**src/rtl/altivec_pkg.sv**
```systemverilog
// Shared types and constants for the AltiVec issue queue: entry layout, FSM states, sizes.
package altivec_pkg;

   localparam int         DEPTH  = 4;
   localparam int         PTR_W  = 2;
   localparam int         OCC_W  = 3;
   localparam logic [7:0] WD_MAX = 8'd255;

   typedef struct packed {
      logic [7:0]   ins;
      logic [127:0] vra;
      logic [127:0] vrb;
      logic         rc;
   } entry_t;

   typedef enum logic [1:0] {
      IDLE  = 2'd0,
      ISSUE = 2'd1,
      WAIT  = 2'd2
   } state_t;

endpackage

```
**src/rtl/altivec_issue_fifo.sv**
```systemverilog
// Four-entry in-order op buffer with wrapping pointers and an occupancy count.
module altivec_issue_fifo
   import altivec_pkg::*;
(
   input  logic             clk,
   input  logic             rst,
   input  logic             push,
   input  logic             pop,
   input  entry_t           wr_entry,
   output entry_t           head,
   output logic [OCC_W-1:0] occupancy,
   output logic             full
);

   entry_t           mem_q [DEPTH];
   entry_t           mem_d [DEPTH];
   logic [PTR_W-1:0] wr_ptr_q, wr_ptr_d;
   logic [PTR_W-1:0] rd_ptr_q, rd_ptr_d;
   logic [OCC_W-1:0] occ_q, occ_d;

   // NOTE: every variable gets a default at the top of always_comb so no path leaves it unassigned (no latch).
   always_comb begin
      mem_d    = mem_q;
      wr_ptr_d = wr_ptr_q;
      rd_ptr_d = rd_ptr_q;
      occ_d    = occ_q;

      if (push) begin
         mem_d[wr_ptr_q] = wr_entry;
         wr_ptr_d        = wr_ptr_q + PTR_W'(1);
      end
      if (pop) begin
         rd_ptr_d = rd_ptr_q + PTR_W'(1);
      end

      case ({push, pop})
         2'b10:   occ_d = occ_q + OCC_W'(1);
         2'b01:   occ_d = occ_q - OCC_W'(1);
         default: occ_d = occ_q;
      endcase
   end

   // NOTE: state flops use non-blocking assignments so every flop samples the pre-edge values.
   always_ff @(posedge clk) begin
      if (rst) begin
         wr_ptr_q <= '0;
         rd_ptr_q <= '0;
         occ_q    <= '0;
      end else begin
         wr_ptr_q <= wr_ptr_d;
         rd_ptr_q <= rd_ptr_d;
         occ_q    <= occ_d;
      end
   end

   // NOTE: storage is deliberately not reset; occupancy and pointers alone decide which slots are live.
   always_ff @(posedge clk) begin
      mem_q <= mem_d;
   end

   assign head      = mem_q[rd_ptr_q];
   assign occupancy = occ_q;
   assign full      = (occ_q == OCC_W'(DEPTH));

endmodule

```
**src/rtl/altivec_issue_queue.sv**
```systemverilog
// Buffers AltiVec ops and issues them one at a time to altivec_dut, with a completion watchdog.
module altivec_issue_queue
   import altivec_pkg::*;
(
   input  logic         clk,
   input  logic         rst,
   input  logic         in_valid,
   output logic         in_ready,
   input  logic [7:0]   in_ins,
   input  logic [127:0] in_vra,
   input  logic [127:0] in_vrb,
   input  logic         in_rc,
   output logic [7:0]   ins,
   output logic [127:0] vra,
   output logic [127:0] vrb,
   output logic         rc,
   output logic         ins_en,
   output logic         vra_en,
   output logic         vrb_en,
   input  logic         dut_busy,
   input  logic         vrt_en,
   output logic [2:0]   occupancy,
   output logic [15:0]  issued_cnt,
   output logic         timeout_err
);

   entry_t      in_entry;
   entry_t      head;
   logic        push;
   logic        pop;
   logic        fifo_full;

   state_t      state_q, state_d;
   entry_t      out_q, out_d;
   logic        strobe_q, strobe_d;
   logic [15:0] issued_cnt_q, issued_cnt_d;
   logic [7:0]  wd_q, wd_d;
   logic        timeout_q, timeout_d;

   assign in_entry = '{ins: in_ins, vra: in_vra, vrb: in_vrb, rc: in_rc};
   assign in_ready = ~fifo_full;
   assign push     = in_valid & in_ready;

   altivec_issue_fifo u_fifo (
      .clk       (clk),
      .rst       (rst),
      .push      (push),
      .pop       (pop),
      .wr_entry  (in_entry),
      .head      (head),
      .occupancy (occupancy),
      .full      (fifo_full)
   );

   always_comb begin
      state_d      = state_q;
      out_d        = out_q;
      strobe_d     = 1'b0;
      issued_cnt_d = issued_cnt_q;
      wd_d         = wd_q;
      timeout_d    = timeout_q;
      pop          = 1'b0;

      case (state_q)
         IDLE: begin
            // vrt_en is ignored here: nothing is outstanding
            if ((occupancy != '0) && !dut_busy) begin
               pop          = 1'b1;
               out_d        = head;
               strobe_d     = 1'b1;
               issued_cnt_d = issued_cnt_q + 16'd1;
               wd_d         = '0;
               state_d      = ISSUE;
            end
         end
         ISSUE: begin
            state_d = vrt_en ? IDLE : WAIT;
         end
         WAIT: begin
            if (vrt_en) begin
               state_d = IDLE;
            end else if (wd_q == WD_MAX - 8'd1) begin
               wd_d      = WD_MAX;
               timeout_d = 1'b1;
               state_d   = IDLE;
            end else begin
               wd_d = wd_q + 8'd1;
            end
         end
         default: state_d = IDLE;
      endcase
   end

   always_ff @(posedge clk) begin
      if (rst) begin
         state_q      <= IDLE;
         out_q        <= '0;
         strobe_q     <= 1'b0;
         issued_cnt_q <= '0;
         wd_q         <= '0;
         timeout_q    <= 1'b0;
      end else begin
         state_q      <= state_d;
         out_q        <= out_d;
         strobe_q     <= strobe_d;
         issued_cnt_q <= issued_cnt_d;
         wd_q         <= wd_d;
         timeout_q    <= timeout_d;
      end
   end

   assign ins         = out_q.ins;
   assign vra         = out_q.vra;
   assign vrb         = out_q.vrb;
   assign rc          = out_q.rc;
   assign ins_en      = strobe_q;
   assign vra_en      = strobe_q;
   assign vrb_en      = strobe_q;
   assign issued_cnt  = issued_cnt_q;
   assign timeout_err = timeout_q;

endmodule
```
**config.mk**
```make
export PLATFORM = sky130hd
export DESIGN_NAME = altivec_issue_queue
export DESIGN_NICKNAME = d
export VERILOG_FILES = /design/src/rtl/altivec_pkg.sv /design/src/rtl/altivec_issue_fifo.sv /design/src/rtl/altivec_issue_queue.sv
export SDC_FILE = /design/constraint.sdc
export NUM_CORES = 1
export LEC_CHECK = 0
export ABC_CLOCK_PERIOD_IN_PS = 9500
export BUFFER_PORTS_ARGS = -buffer_cell sky130_fd_sc_hd__buf_2
export CORE_MARGIN = 2
export CORE_UTILIZATION = 43
export CTS_CLUSTER_DIAMETER = 150
export CTS_CLUSTER_SIZE = 16
export DETAILED_ROUTE_END_ITERATION = 10
export GPL_ROUTABILITY_DRIVEN = 0
export GPL_TIMING_DRIVEN = 0
export PLACE_DENSITY_LB_ADDON = 0.2
export REMOVE_ABC_BUFFERS = 1
export SYNTH_ARGS = -nofsm -noshare
export SYNTH_HDL_FRONTEND = slang
export SYNTH_SLANG_ARGS = --single-unit
```
**constraint.sdc**
```tcl
create_clock -name clk -period 9.5 [get_ports clk]
set_input_delay 2.375 -clock clk [delete_from_list [all_inputs] [get_ports clk]]
set_output_delay 2.375 -clock clk [all_outputs]
set_load 0.02 [all_outputs]
```
==> reports/summary.txt <==
Hold buffer count at cts: 0
RR Endpoint: u_fifo.occupancy[2]
Max_cap viols: 0
Post-route cell area: 0.0568 mm²
Unrepaired setup endpoints after global routing: false
WL final: 110000 µm
DRC: 0
I/O pins: 559
Die X: 341 µm
Fill count: 9411
Placed cell areas: 0.0540 mm²
Least-Margin Pin Slew: 0.871 ns
Crit start category: input port
Clk Latency, worst-skew pair: 0.68 ns
VDD IR-drop max: 0.163 mV
Final period util: 57.5%
Post_cts resized: 0
Die Y: 341 µm
FF+latch count, synth: 1360
Cts bufs inserted: 94
Worst Setup End Kind: flop
Gr usage total: 18.8%
Reg2reg setup slack: 5.42 ns
GR Util met1: 24.0%
Worst r2r path cells: 11
Worst Setup SP: dut_busy
CTS root buf: clkbuf_16
Post-CTS setup buffers: 0
Initial antenna violation count: 38
TNS Setup: 0 ns
Port Buffers: 558
Final Critical Period: 5.47 ns
Nets: 3556
Slowest Stage Delay on Critical Path: 0.56 ns
EDFF count, synth: 1060
DR vias: 25700
CP bufs+invs: 5
CP most frequent cell: buf_16
Ys async rst share: 0%
Net Sw Frac: 29.5%
Most frequent cells in the layout: edfxtp_1 (1060), buf_2 (557), nand2_1 (544), dfxtp_1 (298), a21oi_1 (278)
Crit path max-delay cell type: nand2_4
Most common cell after layout, fill and taps aside: edfxtp_1
Starting Density: 43.3%
Clock Pin Slew Worst Setup and Hold Paths: 0.07 ns
P per Cell Area: 266 mW/mm²
WP data required: 10.10 ns
Met3 usage: 5.11%
Worst slew margin: 41.9%
Sequential-to-total area share from yosys stat: 77.7%
Post-place setup slack: 3.28 ns
Post-synth top flop: edfxtp_1
CTS tree: built
Avg WL per Cell: 22.7 µm
Synth unique cells: 40
Bufs on Longest Clock Path: 3
Overflow after GRT: 0
Post-DP HPWL: 66800 µm
Global route hottest layer: met2
Int Pwr: 10.6 mW
Worst r2r src: state_q[1]
Worst Hold Depth: 2
Final WS setup: 4.03 ns
Die area: 0.116 mm²
Num Clock Sinks: 1360
H-tree levels: 3
Post-DRT Antenna Nets: 0
Layout cell share with drive strength beyond 1: 29.2%
F_max: 0.183 GHz
Comb power frac: 24.8%
Outcome: finished, final reports clean
Placeable Area: 0.112 mm²
Crit-path cells: buf_2 -> nor3_1 -> nand2_4 -> buf_16 -> inv_8 -> buf_16 -> ha_1 -> inv_1 -> fa_1 -> xor2_1 -> or3_1 -> a21oi_1
Levels on crit path: 12
P_sw: 4.45 mW
Cell Area, Synth: 0.0487 mm²
Final setup fails: 0
Skew final: 0.0244 ns
Final hold slack: 0.452 ns
Largest net degree at the start of global routing: 107
Arrival @ worst endpoint: 6.06 ns
First-pass GRT wire length: 166000 µm
Crit path max-delay family: buffers and inverters
Total power: 15.1 mW
Vias per inst: 5.29
CP max FO: 68
Layout area overhead: 16.6%
Syn. warnings: 0
Iteration-0 DRC Markers: 1539
Hold Path Sink: vrb[81]
Leakage: 19.1 nW
Hold Startpoint: vrb[81]
Worst min path class: flop to flop
Crit Path Class: input port to flop
Met2 Track Usage GR: 31.7%
Flop pwr share: 49.7%
Power share of the clock group: 25.5%
Synthesized instance count: 2735
Count of pins over their slew limit: 0
Pre-antenna DRT Iters: 5
Final Hold Viols: 0
Row count: 123
Vias in the first global route: 26600
Mean post-synth cell area: 17.8 µm²
## kinds of logic (layout without fill, tap and decap cells)
group	count (synthesis)	count (layout)	share of synthesized area, %
XOR/XNOR	13	13	0.234
other	0	12	0
buffers and inverters	168	786	1.38
AO/OA/AOI/OAI	297	297	3.11
multiplexers	267	267	12.3
flip-flops	1360	1360	77.7
adder cells (fa/ha/maj)	9	9	0.247
AND/OR/NAND/NOR	621	621	5.05
## per-stage QoR
stage,utilization [%],std cells
floorplan,-,2578
global route,50.5,4861
global placement,46.9,4636
finish,50.5,4865
detailed placement,48.0,4681
CTS,50.4,4853
## tightest hold or removal path, cell delays in order, from the launching register on
cell and delay (ns):
dfxtp_1 0.31, nand2_1 0.05, a21oi_1 0.05
## power groups by stage
stage,combinational (mW),sequential (mW),clock (mW)
after floorplan,2.34,8.34,0
after global placement,3.51,8.10,0
after detailed placement,3.83,7.64,0
after CTS,3.84,7.51,3.99
after global routing,4.08,7.57,4.20
final,3.74,7.50,3.86
## how the worst max path moves through the flow
stage | end | slack (ns)
after floorplan | u_fifo.occupancy[2] | -2.95
after global placement | u_fifo.occupancy[2] | -20.93
after detailed placement | u_fifo.occupancy[2] | 3.28
after CTS | u_fifo.occupancy[2] | 4.03
after global routing | u_fifo.occupancy[2] | 3.83
final | u_fifo.occupancy[2] | 4.03
## Yosys cell counts (5+ instances only)
cell type     n  area [µm²]
edfxtp_1   1060       31800
nand2_1     545        2050
dfxtp_1     300        6010
a21oi_1     278        1390
mux4_2      265        5970
clkbuf_1    112         420
buf_2        27         135
nor2_1       22        82.6
buf_1        16        60.1
or3_1        11        68.8
inv_1        10        37.5
nand3_1      10        50.1
xnor2_1       9        78.8
ha_1          8         100
nor3_1        7        35.0
o21ai_0       6        30.0
a31oi_1       5        31.3
and3_1        5        31.3
nor4_1        5        31.3
## cell type report
class                           count  area (µm²)  share of cell area, %
Sequential cell                  1360       37800                   66.6
Tap cell                         1500        1880                   3.31
Timing Repair Buffer              603        4000                   7.05
Clock buffer                      167        2670                   4.70
Multi-Input combinational cell   1207       10200                   18.0
Inverter                           11        48.8                 0.0859
Clock inverter                      5        85.1                  0.150
Antenna cell                       12        30.0                 0.0529
## registers in the layout, summed over array words and instances, names as in the netlist
signal	cells
ins	8
ins_en	1
issued_cnt	16
rc	1
state_q	2
timeout_err	1
u_fifo.mem_q	1060
u_fifo.occupancy	3
u_fifo.rd_ptr_q	2
u_fifo.wr_ptr_q	2
vra	128
vrb	128
wd_q	8
## routing by layer
| layer | up-vias | share of wire (%) | routed length (µm) |
|---|---|---|---|
| met2 | 700 | 50 | 55500 |
| met5 | - | 0.26 | 287 |
| met1 | 13300 | 41 | 44800 |
| li1 | 11600 | - | - |
| met4 | 50 | 1.8 | 1980 |
| met3 | 163 | 7.2 | 8000 |
Note: power is estimated with default switching activity, not from simulation.
